==> src/rtl/error_recovery_ctrl.sv <==
// ---------------------------------------------------------------------------
// error_recovery_ctrl
//
// Purpose:
//   Reacts to the per-stage timing-error flags from the error detectors.
//   When any stage is flagged while idle, it:
//     1. captures the shadow-latch value of every flagged lane and zeroes
//        the unflagged lanes,
//     2. spends one RESTORE cycle driving restore_en/restore_data so the
//        pipeline reloads the flagged stages,
//     3. holds the pipeline frozen for REPLAY_CYCLES more cycles, then
//        releases it.
//   Error flags are ignored while a recovery is in progress.
//
//   It also keeps a saturating count of recovery events. A throttle request
//   is raised for a whole window when the previous window saw at least
//   THROTTLE_THRESH events.
//
// Ports:
//   clk           in   1                  system clock, rising edge
//   reset         in   1                  asynchronous, active-high
//   error         in   NUM_STAGES         per-stage error flag
//   shadow_data   in   NUM_STAGES*DATA_W  shadow values, lane i = [i*DATA_W +: DATA_W]
//   stall         out  1                  freeze pipeline advance
//   restore_en    out  NUM_STAGES         load restore_data lane into stage i
//   restore_data  out  NUM_STAGES*DATA_W  captured shadow values (0 in unflagged lanes)
//   recovering    out  1                  recovery in progress (same as stall)
//   err_count     out  ERR_CNT_W          saturating recovery-event count
//   throttle      out  1                  error-rate throttle request
//
// Every output comes straight from a register, so there is no
// combinational path from error to any output.
// ---------------------------------------------------------------------------
module error_recovery_ctrl #(
  parameter int NUM_STAGES      = 4,
  parameter int DATA_W          = 8,
  parameter int REPLAY_CYCLES   = 2,
  parameter int ERR_CNT_W       = 16,
  parameter int WINDOW          = 64,
  parameter int THROTTLE_THRESH = 4
) (
  input  logic                         clk,
  input  logic                         reset,
  input  logic [NUM_STAGES-1:0]        error,
  input  logic [NUM_STAGES*DATA_W-1:0] shadow_data,
  output logic                         stall,
  output logic [NUM_STAGES-1:0]        restore_en,
  output logic [NUM_STAGES*DATA_W-1:0] restore_data,
  output logic                         recovering,
  output logic [ERR_CNT_W-1:0]         err_count,
  output logic                         throttle
);

  localparam int LANES_W = NUM_STAGES * DATA_W;
  localparam int RPL_W   = (REPLAY_CYCLES > 1) ? $clog2(REPLAY_CYCLES) : 1;
  localparam int WIN_W   = (WINDOW > 2) ? $clog2(WINDOW) : 1;
  localparam int EV_W    = $clog2(THROTTLE_THRESH + 1);

  localparam logic [RPL_W-1:0] RPL_LOAD = RPL_W'(REPLAY_CYCLES - 1);
  localparam logic [WIN_W-1:0] WIN_LAST = WIN_W'(WINDOW - 1);
  localparam logic [EV_W-1:0]  EV_SAT   = EV_W'(THROTTLE_THRESH);

  typedef enum logic [1:0] {
    IDLE    = 2'd0,
    RESTORE = 2'd1,
    REPLAY  = 2'd2
  } state_t;

  state_t              state;
  state_t              state_nxt;
  logic [RPL_W-1:0]    rpl_cnt;
  logic [RPL_W-1:0]    rpl_cnt_nxt;
  logic [NUM_STAGES-1:0] restore_en_nxt;
  logic [LANES_W-1:0]  restore_data_nxt;
  logic                event_hit;
  logic                stall_nxt;

  logic [WIN_W-1:0]    win_cnt;
  logic [EV_W-1:0]     win_ev;
  logic                throttle_hit;

  // Keep the shadow value of every flagged lane, zero the rest.
  function automatic logic [LANES_W-1:0] capture_lanes(
    input logic [NUM_STAGES-1:0] flags,
    input logic [LANES_W-1:0]    lanes
  );
    logic [LANES_W-1:0] res;
    res = '0;
    for (int i = 0; i < NUM_STAGES; i++) begin
      if (flags[i]) begin
        res[i*DATA_W +: DATA_W] = lanes[i*DATA_W +: DATA_W];
      end
    end
    return res;
  endfunction

  // Event counter sticks at all-ones instead of wrapping.
  function automatic logic [ERR_CNT_W-1:0] sat_inc_cnt(
    input logic [ERR_CNT_W-1:0] v
  );
    if (&v) begin
      return v;
    end
    return v + 1'b1;
  endfunction

  // Window event counter only needs to reach the threshold.
  function automatic logic [EV_W-1:0] sat_inc_ev(
    input logic [EV_W-1:0] v,
    input logic            inc
  );
    if (inc && (v < EV_SAT)) begin
      return v + 1'b1;
    end
    return v;
  endfunction

  // Next-state and next-output logic
  always_comb begin
    state_nxt        = state;
    rpl_cnt_nxt      = rpl_cnt;
    restore_en_nxt   = '0;
    restore_data_nxt = '0;
    event_hit        = 1'b0;
    case (state)
      IDLE: begin
        if (|error) begin
          event_hit        = 1'b1;
          state_nxt        = RESTORE;
          restore_en_nxt   = error;
          restore_data_nxt = capture_lanes(error, shadow_data);
        end
      end
      RESTORE: begin
        state_nxt   = REPLAY;
        rpl_cnt_nxt = RPL_LOAD;
      end
      REPLAY: begin
        if (rpl_cnt == '0) begin
          state_nxt = IDLE;
        end else begin
          rpl_cnt_nxt = rpl_cnt - 1'b1;
        end
      end
      default: begin
        state_nxt = IDLE;
      end
    endcase
    stall_nxt = (state_nxt != IDLE);
  end

  // The event landing on the last window edge still counts toward that window.
  always_comb begin
    throttle_hit = ((int'(win_ev) + int'(event_hit)) >= THROTTLE_THRESH);
  end

  // Recovery FSM and registered outputs
  always_ff @(posedge clk or posedge reset) begin
    if (reset) begin
      state        <= IDLE;
      rpl_cnt      <= '0;
      stall        <= 1'b0;
      recovering   <= 1'b0;
      restore_en   <= '0;
      restore_data <= '0;
      err_count    <= '0;
    end else begin
      state        <= state_nxt;
      rpl_cnt      <= rpl_cnt_nxt;
      stall        <= stall_nxt;
      recovering   <= stall_nxt;
      restore_en   <= restore_en_nxt;
      restore_data <= restore_data_nxt;
      if (event_hit) begin
        err_count <= sat_inc_cnt(err_count);
      end
    end
  end

  // Error-rate window
  always_ff @(posedge clk or posedge reset) begin
    if (reset) begin
      win_cnt  <= '0;
      win_ev   <= '0;
      throttle <= 1'b0;
    end else if (win_cnt == WIN_LAST) begin
      win_cnt  <= '0;
      win_ev   <= '0;
      throttle <= throttle_hit;
    end else begin
      win_cnt <= win_cnt + 1'b1;
      win_ev  <= sat_inc_ev(win_ev, event_hit);
    end
  end

endmodule
==> config.mk <==
export PLATFORM = sky130hd
export DESIGN_NAME = error_recovery_ctrl
export DESIGN_NICKNAME = d
export VERILOG_FILES = /design/src/rtl/error_recovery_ctrl.sv
export SDC_FILE = /design/constraint.sdc
export NUM_CORES = 1
export LEC_CHECK = 0
export BUFFER_PORTS_ARGS = -buffer_cell sky130_fd_sc_hd__clkbuf_2
export CAP_MARGIN = 40
export CORE_MARGIN = 2
export CORE_UTILIZATION = 53
export DETAILED_ROUTE_END_ITERATION = 10
export GPL_TIMING_DRIVEN = 1
export PLACE_DENSITY = 0.95
export SLEW_MARGIN = 20
export SYNTH_ARGS = -nofsm -noshare
export SYNTH_HDL_FRONTEND = slang
export SYNTH_SLANG_ARGS = --single-unit
==> constraint.sdc <==
create_clock -name clk -period 6 [get_ports clk]
set_clock_uncertainty 0.05 [all_clocks]
set_input_delay 0.9 -clock clk [delete_from_list [all_inputs] [get_ports clk]]
set_output_delay 0.9 -clock clk [all_outputs]
set_load 0.01 [all_outputs]
==> metrics.csv, run 1 <==
stage;metric;value;unit
outcome;status;completed;
synth;synth_cell_types;31;
detailed_routing;wl_per_cell;13.7;µm
cells_and_area;area_growth;29.2;%
critical_path;arrival;2.45;ns
power_and_ir_drop;p_per_area;402;nW/µm²
clocking;cts_buffer_depth;2;
global_route;grt_pass1_wl;7900;µm
timing;timing.fmax;436;MHz
clocking;cts_inserted_buffers;9;
placement;post_dp_cell_area;3110;µm²
run;drv_cap;0;
timing;min_period_over_period;0.383;
synth;synth_flop_cell;dfrtp_1;
critical_path;r2r_cells;6;
critical_path;timing.rr.start;state[0]$_DFF_PP0_;
power_and_ir_drop;p_sw_frac;0.313;
power_and_ir_drop;p_int;0.923;mW
synth;syn_avg_cell_area;12.6;µm²
floorplan;dieArea;5450;µm²
placement;dp_hpwl;3560;µm
global_route;grtUsageTotal;0.196;
power_and_ir_drop;pwr-share-seq;0.449;
clocking;cts_setup_buffers;0;
timing;fin_setup_tns;0;ns
global_route;grt_overflow;0;
synth;synth_seq_cells;66;
cells_and_area;final_layout_size_suffix_gt1_frac;0.391;
detailed_routing;drc;0;
detailed_routing;drt_pass1_iterations;4;
clocking;clk_pin_slew_worst_paths;0.06;ns
clocking;cts_resized;0;
critical_path;r2r-end;err_count[12]$_DFFE_PP0P_;
detailed_routing;drtIter0Drc;123;
hold_path;holdPathStages;1;
hold_path;min-delay-start;win_cnt[5]$_DFF_PP0_;
cells_and_area;nNetsFinal;346;
detailed_routing;vias_per_cell;5.03;
clocking;cts_max_level;3;
floorplan;io_pins;93;
cells_and_area;fillCellCount;331;
power_and_ir_drop;combPwrFrac;0.279;
cells_and_area;final_cell_mix;clkbuf_2 (92), dfrtp_1 (66), and3_1 (33);
cells_and_area;mostFrequentLayoutCell;clkbuf_2;
cells_and_area;final_area;3340;µm²
timing;finalHoldViolations;0;
hold_path;hold_path_class;reg -> reg;
placement;io_buffers;92;
timing;min_period;2.30;ns
critical_path;critPathRequiredTime;6.16;ns
power_and_ir_drop;p_leak;1.88;nW
timing;maxSlewHeadroom;0.638;
power_and_ir_drop;p_sw;0.421;mW
global_route;grt_max_degree;67;
placement;dp.cells;357;
detailed_routing;num_vias;1882;
clocking;cts-root-buf;clkbuf_8;
cells_and_area;n_antenna_cell;0;
global_route;antenna_found_initial;0;
timing;timing.hold.ws;0.432;ns
critical_path;rrSetupSlack;3.70;ns
synth;synth_area;2580;µm²
synth;syn-num-nets;249;
synth;ys_seq_area_frac;0.639;
synth;synthCells;205;
detailed_routing;final_antenna_net_count;0;
floorplan;initial_core_util;0.547;
floorplan;dieWidth;73.8;µm
timing;rsz0062_at_grt;no;
power_and_ir_drop;vdd_ir_drop_max;327;µV
floorplan;fp.dieH;73.8;µm
clocking;clock_sinks;66;
global_route;grt_pass1_vias;1776;
cells_and_area;ff_latch_area;1650;µm²
timing;finalSetupViolCount;0;
floorplan;fp.coreArea;4720;µm²
detailed_routing;routed_wl;5120;µm
placement;gp_congestion;0.844;
cells_and_area;multi_input_area;873;µm²
power_and_ir_drop;power_frac_clock;0.272;
synth;async_flop_share;1.00;
critical_path;worstSetupPathType;reg -> reg;
timing;worst_pin_slew;0.541;ns
hold_path;min_to;win_cnt[5]$_DFF_PP0_;
synth;synth_edf_count;0;
power_and_ir_drop;finalPower;1.34;mW
critical_path;cp_max_fo;17;
clocking;insertion_delay;0.33;ns
critical_path;cp-end-kind;flop;
clocking;hold_buffers;0;
timing;slew_violations;0;
cells_and_area;final_cells;374;
clocking;tritoncts;built;
synth;yosys_warnings;0;
critical_path;cp-start-kind;flop;
floorplan;rows;25;
-- synthesized netlist by cell type (4+ instances only) --
| cell type | instances | share of area |
|---|---|---|
| a21oi_1 | 6 | 0.012 |
| and2_1 | 4 | 0.0097 |
| and3_1 | 33 | 0.080 |
| clkbuf_1 | 8 | 0.012 |
| dfrtp_1 | 66 | 0.64 |
| ha_1 | 6 | 0.029 |
| inv_1 | 6 | 0.0087 |
| nand2_1 | 6 | 0.0087 |
| nand3_1 | 6 | 0.012 |
| nand4_1 | 4 | 0.0097 |
| nor2_1 | 12 | 0.017 |
| nor3_1 | 7 | 0.014 |
| o21ai_0 | 5 | 0.0097 |
| xnor2_1 | 4 | 0.014 |
| xor2_1 | 12 | 0.041 |
-- power by group through the flow --
| stage | clock network, mW | logic (mW) | registers (mW) |
|---|---|---|---|
| 3_3_place_gp | 0 | 0.351 | 0.605 |
| 5_1_grt | 0.391 | 0.420 | 0.614 |
| 3_5_place_dp | 0 | 0.376 | 0.609 |
| 2_1_floorplan | 0 | 0.210 | 0.637 |
| 6_report | 0.365 | 0.375 | 0.603 |
| 4_1_cts | 0.374 | 0.378 | 0.603 |
-- per-layer routing --
layer,track usage,share of wire,vias up
met5,0,0,-
met4,0.115,0.015,0
met3,0.0453,0.042,6
met2,0.326,0.51,66
met1,0.230,0.43,909
li1,-,-,901
-- logic make-up (layout without fill, tap and decap cells) --
logic type,Yosys count,in the layout,share of synthesized area
xor+xnor,16,16,0.0542
flops,66,66,0.639
mux,3,3,0.0140
compound gates,18,18,0.0537
simple gates,81,81,0.187
buf+inv,15,117,0.0232
fa+ha+maj,6,6,0.0290
-- sequential cells by signal, indices dropped and copies added, names as in the netlist --
signal,cells
rpl_cnt,1
recovering,1
err_count,16
state,2
restore_data,32
win_cnt,6
win_ev,3
restore_en,4
throttle,1
-- final cells by class --
type                    count  share of cell area
clock buffers              14              0.0487
clock inverters             2              0.0105
inverters                   6             0.00674
multi-input cells         124               0.262
flip-flops and latches     66               0.495
well taps                  67              0.0251
repair buffers             95               0.153
-- through the flow --
step	setup slack [ns]	utilization
floorplan	3.40	-
detailed placement	3.66	0.659
global placement	3.44	0.656
finish	3.70	0.707
CTS	3.67	0.701
global route	3.53	0.707
-- critical path: stages, from the launching register on --
cell     delay (ns)
dfrtp_1        0.40
inv_1          0.12
ha_1           0.52
o41ai_2        0.23
or3_4          0.39
nor2_1         0.12
mux2_2         0.35
-- worst max path at each step --
stage | start | to | slack (ns) | cells past startpoint
6_report | state[0]$_DFF_PP0_ | err_count[12]$_DFFE_PP0P_ | 3.70 | 6
5_1_grt | state[0]$_DFF_PP0_ | err_count[12]$_DFFE_PP0P_ | 3.53 | 6
3_3_place_gp | state[0]$_DFF_PP0_ | err_count[12]$_DFFE_PP0P_ | 3.44 | 6
2_1_floorplan | reset | err_count[0]$_DFFE_PP0P_ | 3.40 | 1
4_1_cts | state[0]$_DFF_PP0_ | err_count[12]$_DFFE_PP0P_ | 3.67 | 6
3_5_place_dp | error[0] | err_count[12]$_DFFE_PP0P_ | 3.66 | 5
Power figures use the tool's default switching activity.
==> run 2: changes to the inputs <==
--- a/config.mk
+++ b/config.mk
@@ -5,13 +5,14 @@
 export SDC_FILE = /design/constraint.sdc
 export NUM_CORES = 1
 export LEC_CHECK = 0
+export ABC_AREA = 1
 export BUFFER_PORTS_ARGS = -buffer_cell sky130_fd_sc_hd__clkbuf_2
 export CAP_MARGIN = 40
 export CORE_MARGIN = 2
-export CORE_UTILIZATION = 53
+export CORE_UTILIZATION = 45
 export DETAILED_ROUTE_END_ITERATION = 10
 export GPL_TIMING_DRIVEN = 1
-export PLACE_DENSITY = 0.95
+export PLACE_DENSITY = 0.86
 export SLEW_MARGIN = 20
 export SYNTH_ARGS = -nofsm -noshare
 export SYNTH_HDL_FRONTEND = slang
==> constraint.sdc (replaced) <==
create_clock -name clk -period 2.1 [get_ports clk]
set_clock_uncertainty 0.05 [all_clocks]
set_input_delay 0.315 -clock clk [delete_from_list [all_inputs] [get_ports clk]]
set_output_delay 0.315 -clock clk [all_outputs]
set_load 0.01 [all_outputs]
==> metrics.csv, run 2 <==
stage;metric;value;unit
synth;synth_xor_area_frac;0.0273;
global_route;grt_pass1_wl;10500;µm
cells_and_area;final_cell_mix;clkbuf_2 (92), dfrtp_1 (66), nand2_1 (61);
critical_path;cp_max_fo;11;
timing;timing.fmax;534;MHz
power_and_ir_drop;vdd_ir_drop_max;624;µV
placement;io_buffers;92;
power_and_ir_drop;power_frac_clock;0.273;
clocking;cts_max_level;3;
detailed_routing;vias_per_cell;4.63;
detailed_routing;wl_per_cell;11.7;µm
critical_path;arrival;2.05;ns
cells_and_area;largest_reg_flops;32;
detailed_routing;drt_pass1_iterations;4;
floorplan;rows;29;
global_route;antenna_found_initial;0;
cells_and_area;area_growth;27.2;%
placement;dp_hpwl;4510;µm
floorplan;fp.coreArea;6280;µm²
clocking;cts_buffer_depth;2;
detailed_routing;routed_wl;5980;µm
cells_and_area;final_area;3670;µm²
critical_path;cp-end-kind;flop;
synth;yosysTopAreaCell;dfrtp_1;
cells_and_area;top_register;restore_data;
detailed_routing;drtIter0Drc;153;
synth;synth_most_common_cell;dfrtp_1;
synth;synth_cell_types;27;
cells_and_area;reg.largest.list;restore_data (32), err_count (16), win_cnt (6);
synth;synthAdderAreaFrac;0.0260;
synth;synthCells;324;
power_and_ir_drop;combPwrFrac;0.304;
timing;timing.hold.ws;0.105;ns
cells_and_area;utilization;0.585;
timing;min_period;1.87;ns
synth;async_flop_share;1.00;
outcome;status;completed;
detailed_routing;num_vias;2360;
cells_and_area;mostFrequentLayoutCell;clkbuf_2;
timing;fin_setup_tns;0;ns
clocking;cts_inserted_buffers;9;
power_and_ir_drop;p_leak;2.07;nW
cells_and_area;final_cells;510;
detailed_routing;routed-wl-met2;3100;µm
cells_and_area;fillCellCount;550;
synth;synth_top_family_by_area;simple AND/OR/NAND/NOR gates;
floorplan;dieWidth;84.1;µm
detailed_routing;drc;0;
hold_path;hold_path_class;in -> reg;
cells_and_area;n_antenna_cell;0;
floorplan;io_pins;93;
synth;yosys.area_share.simple;0.223;
critical_path;critPathRequiredTime;2.28;ns
clocking;tritoncts;built;
power_and_ir_drop;p_sw_frac;0.349;
timing;rsz0062_at_grt;no;
critical_path;path_cells;ha_1, inv_2, nor2_4, nand2_4, nor2_4, nor2_2, buf_6, nand2_1, nand2_1;
synth;synth_edf_count;0;
detailed_routing;final_antenna_net_count;0;
global_route;grt_max_degree;32;
floorplan;initial_core_util;0.459;
synth;syn_avg_cell_area;8.90;µm²
critical_path;cp-start-kind;flop;
timing;finalHoldViolations;0;
power_and_ir_drop;p_sw;1.39;mW
clocking;cts-root-buf;clkbuf_8;
power_and_ir_drop;p_int;2.59;mW
timing;maxSlewHeadroom;0.665;
detailed_routing;top_layer;met4;
global_route;grtUsageTotal;0.185;
cells_and_area;nNetsFinal;472;
timing;finalSetupViolCount;0;
power_and_ir_drop;p_per_area;1080;nW/µm²
global_route;grt_overflow;0;
synth;synth_top_area_share;0.573;
clocking;clk_pin_slew_worst_paths;0.07;ns
power_and_ir_drop;finalPower;3.98;mW
synth;yosys_warnings;0;
synth;synth_flop_cell;dfrtp_1;
synth;ys_seq_area_frac;0.573;
critical_path;cpMaxStageDelayCell;dfrtp_1;
detailed_routing;dr_wl_met3;294;µm
synth;synth_compound_area_frac;0.0590;
clocking;clock_sinks;66;
floorplan;dieArea;7070;µm²
cells_and_area;final_layout_size_suffix_gt1_frac;0.309;
timing;min_period_over_period;0.891;
critical_path;worstSetupPathType;reg -> reg;
synth;synth_area;2880;µm²
clocking;insertion_delay;0.34;ns
placement;gp_congestion;0.866;
global_route;grt_pass1_vias;2391;
synth;netlist_top_cells_count;dfrtp_1 (66), nand2_1 (61), nor2_1 (60);
timing;finalWorstSetupSlack;0.228;ns
placement;post_dp_cell_area;3450;µm²
run;drv_cap;0;
timing;slew_violations;0;
placement;dp.cells;493;
floorplan;fp.dieH;84.1;µm
power_and_ir_drop;pwr-share-seq;0.423;
synth;synth_seq_cells;66;
critical_path;max_stage_delay;0.40;ns
synth;muxShareOfSynthArea;0;
placement;preCtsSetupSlack;0.257;ns
detailed_routing;wirelength_met1;2460;µm
synth;synthTopCellsByArea;dfrtp_1 (57%), nand2_1 (7.9%), nor2_1 (7.8%);
synth;syn-num-nets;368;
timing;worst_pin_slew;0.503;ns
-- run 2: cell count changes after synthesis, sizes merged, moves of 6 or more --
cell    previous run  this run
inv                6        58
clkbuf             8         1
o21ai              5        23
nor3               7         1
and3              33         0
nand2              6        69
nor2              12        66
-- run 2: layer usage --
metal | GRT usage | vias to the layer above
met5 | 0 | -
met4 | 0.0850 | 0
li1 | - | 1179
met1 | 0.223 | 1098
met2 | 0.311 | 72
met3 | 0.0435 | 11
-- run 2: worst paths after layout --
kind	end	cells after the start	startpoint	slack (ns)
worst max-delay path	err_count[10]$_DFFE_PP0P_	9	err_count[1]$_DFFE_PP0P_	0.23
worst min-delay path	restore_data[29]$_DFF_PP0_	3	shadow_data[29]	0.10
worst max register to register	err_count[10]$_DFFE_PP0P_	9	err_count[1]$_DFFE_PP0P_	0.23
worst min register to register	win_cnt[0]$_DFF_PP0_	1	win_cnt[0]$_DFF_PP0_	0.43
max in group asynchronous	restore_en[0]$_DFF_PP0_	4	reset	0.99
min in group asynchronous	restore_data[26]$_DFF_PP0_	3	reset	0.41
-- run 2: power by group through the flow --
| stage | clock network (mW) | registers (mW) | logic [mW] |
|---|---|---|---|
| 5_1_grt | 1.16 | 1.71 | 1.37 |
| 4_1_cts | 1.12 | 1.69 | 1.23 |
| 3_3_place_gp | 0 | 1.69 | 1.14 |
| 3_5_place_dp | 0 | 1.71 | 1.22 |
| 2_1_floorplan | 0 | 1.80 | 0.673 |
| 6_report | 1.09 | 1.68 | 1.21 |
-- run 2: cells by family (layout without fill, tap and decap cells) --
kind of cell | Yosys count | after routing
flops | 66 | 66
simple gates | 149 | 149
buf+inv | 64 | 173
fa+ha+maj | 6 | 6
xor+xnor | 9 | 9
compound gates | 30 | 30
-- run 2: worst max-delay path: cells and delay by family, from the launching register on --
family / cells / cell delay [ns]
adder cells (fa/ha/maj): 1 / 0.27
AND/OR/NAND/NOR: 6 / 0.78
flip-flops: 1 / 0.40
buffers and inverters: 2 / 0.26
-- run 2: final cells by class --
| type | instances | area (µm²) | share of cell area |
|---|---|---|---|
| clock buffer | 12 | 155 | 0.0423 |
| clock inverter | 4 | 50.0 | 0.0136 |
| inverter | 58 | 218 | 0.0593 |
| sequential | 66 | 1650 | 0.450 |
| timing repair buffer | 99 | 532 | 0.145 |
| tap | 77 | 96.3 | 0.0263 |
| multi-input combinational | 194 | 967 | 0.264 |
-- run 2: repair_timing --
item | CTS | global route
setup buffers | 0 | 0
hold buffers | 1 | 0
gates resized for setup | 0 | 0
hold endpoints to repair | 13 | 0
==> run 3: changes to the inputs <==
--- a/config.mk
+++ b/config.mk
@@ -5,11 +5,11 @@
 export SDC_FILE = /design/constraint.sdc
 export NUM_CORES = 1
 export LEC_CHECK = 0
-export ABC_AREA = 1
+export ABC_AREA = 0
 export BUFFER_PORTS_ARGS = -buffer_cell sky130_fd_sc_hd__clkbuf_2
 export CAP_MARGIN = 40
 export CORE_MARGIN = 2
-export CORE_UTILIZATION = 45
+export CORE_UTILIZATION = 44
 export DETAILED_ROUTE_END_ITERATION = 10
 export GPL_TIMING_DRIVEN = 1
 export PLACE_DENSITY = 0.86
==> metrics.csv, run 3 (synthesis gave the netlist of run 1 again) <==
stage;metric;value;unit
timing;min_period_over_period;0.959;
placement;io_buffers;92;
detailed_routing;drt_pass1_iterations;4;
critical_path;cp_max_fo;8;
placement;dp_hpwl;3800;µm
global_route;grt_overflow;0;
critical_path;cpMaxStageDelayCell;o41ai_4;
timing;timing.fmax;497;MHz
cells_and_area;area_growth;29.3;%
detailed_routing;routed_wl;5190;µm
timing;fin_setup_tns;0;ns
critical_path;arrival;2.18;ns
critical_path;cp-start-kind;flop;
cells_and_area;final_cell_mix;clkbuf_2 (92), dfrtp_1 (66), and3_1 (33);
power_and_ir_drop;p_leak;1.89;nW
floorplan;dieArea;6500;µm²
detailed_routing;vias_per_cell;5.02;
global_route;grt_max_degree;39;
floorplan;fp.coreArea;5570;µm²
timing;rsz0062_at_grt;no;
clocking;insertion_delay;0.33;ns
power_and_ir_drop;p_per_area;1120;nW/µm²
global_route;grt_pass1_wl;8330;µm
floorplan;initial_core_util;0.464;
timing;finalHoldViolations;0;
global_route;grt_pass1_vias;1821;
hold_path;holdPathStages;2;
global_route;grtUsageTotal;0.173;
cells_and_area;mostFrequentLayoutCell;clkbuf_2;
critical_path;cpLargestDelayFamily;compound AO/OA/AOI/OAI gates;
floorplan;fp.dieH;80.7;µm
critical_path;cp-end-kind;flop;
timing;slew_violations;0;
timing;finalSetupViolCount;0;
floorplan;io_pins;93;
cells_and_area;largest_reg_flops;32;
critical_path;worst-path-stages;4;
clocking;cts_buffer_depth;2;
global_route;antenna_found_initial;0;
critical_path;worstSetupPathType;reg -> reg;
critical_path;r2r_cells;4;
clocking;clk_pin_slew_worst_paths;0.07;ns
cells_and_area;fillCellCount;459;
cells_and_area;nNetsFinal;349;
floorplan;dieWidth;80.7;µm
cells_and_area;top_register;restore_data;
timing;maxSlewHeadroom;0.630;
critical_path;path_cells;ha_1, nand3_2, o41ai_4, mux2_4;
clocking;cts_inserted_buffers;9;
critical_path;critPathRequiredTime;2.27;ns
run;drv_cap;0;
critical_path;crit_buf_inv;0;
placement;gp_congestion;0.832;
cells_and_area;n_antenna_cell;0;
cells_and_area;reg.largest.list;restore_data (32), err_count (16), win_cnt (6);
timing;worst_pin_slew;0.553;ns
clocking;tritoncts;built;
detailed_routing;drtIter0Drc;85;
detailed_routing;drc;0;
detailed_routing;wl_per_cell;13.6;µm
critical_path;max_stage_delay;0.64;ns
detailed_routing;num_vias;1919;
cells_and_area;final_layout_size_suffix_gt1_frac;0.403;
hold_path;hold_path_class;in -> reg;
outcome;status;completed;
clocking;cts_setup_buffers;0;
detailed_routing;final_antenna_net_count;0;
cells_and_area;utilization;0.600;
timing;min_period;2.01;ns
clocking;clock_sinks;66;
clocking;cts-root-buf;clkbuf_8;
clocking;cts_max_level;3;
floorplan;rows;27;
power_and_ir_drop;vdd_ir_drop_max;859;µV
[run 3: cell count changes in the layout (fill, tap and decap cells not counted), moves of 5 or more]
cell     change
nand2_1     -55
inv_1       -51
o21ai_2      -5
o21ai_0      -9
nor2_1      -48
and3_1      +33
nor3_1       +6
nand2_2      -7
[run 3: where the power goes]
| group | internal (mW) | switching, mW | total [mW] |
|---|---|---|---|
| sequential | 1.53 | 0.193 | 1.72 |
| combinational | 0.483 | 0.589 | 1.07 |
| clock | 0.486 | 0.456 | 0.942 |
| total | 2.50 | 1.24 | 3.74 |
[run 3: what timing repair did]
| item | 4_1_cts | 5_1_grt |
|---|---|---|
| hold buffers | 1 | 0 |
| endpoints found under the setup margin | 0 | 3 |
| resized for setup | 0 | 1 |
| endpoints found under the hold margin | 19 | 0 |
[run 3: per-stage QoR]
| stage | hold WS [ns] | std cells | setup WS (ns) | power, mW | cell area, µm² |
|---|---|---|---|---|---|
| after global placement | 0.279 | 365 | 0.193 | 2.76 | 3150 |
| after floorplan | 0.395 | 205 | 0.0802 | 2.42 | 2580 |
| after global routing | 0.159 | 382 | 0.000578 | 3.99 | 3340 |
| final | 0.173 | 382 | 0.0866 | 3.74 | 3340 |
| after detailed placement | 0.291 | 365 | 0.101 | 2.81 | 3150 |
| after CTS | 0.152 | 382 | 0.0770 | 3.79 | 3340 |
[run 3: path summary, 6_finish.rpt]
kind	from	endpoint	slack (ns)
min in group asynchronous	reset	restore_data[26]$_DFF_PP0_	0.48
worst max register to register	err_count[0]$_DFFE_PP0P_	err_count[1]$_DFFE_PP0P_	0.09
worst min register to register	win_cnt[4]$_DFF_PP0_	win_cnt[4]$_DFF_PP0_	0.44
max in group asynchronous	reset	restore_data[14]$_DFF_PP0_	0.90
worst max-delay path	err_count[0]$_DFFE_PP0P_	err_count[1]$_DFFE_PP0P_	0.09
worst min-delay path	shadow_data[13]	restore_data[13]$_DFF_PP0_	0.17
[run 3: layout make-up]
| type | instances | area [µm²] | share of cell area |
|---|---|---|---|
| flip-flops and latches | 66 | 1650 | 0.494 |
| multi-input cells | 124 | 873 | 0.261 |
| repair buffers | 98 | 524 | 0.157 |
| clock buffers | 11 | 151 | 0.0453 |
| well taps | 72 | 90.1 | 0.0270 |
| clock inverters | 5 | 28.8 | 0.00861 |
| inverters | 6 | 22.5 | 0.00674 |
[run 3: routing by layer]
metal | routed length, µm | vias up | GRT usage
met3 | 379 | 10 | 0.0528
met2 | 2530 | 73 | 0.274
met1 | 2190 | 926 | 0.211
li1 | - | 910 | -
met4 | 93 | 0 | 0.0898
met5 | 0 | - | 0
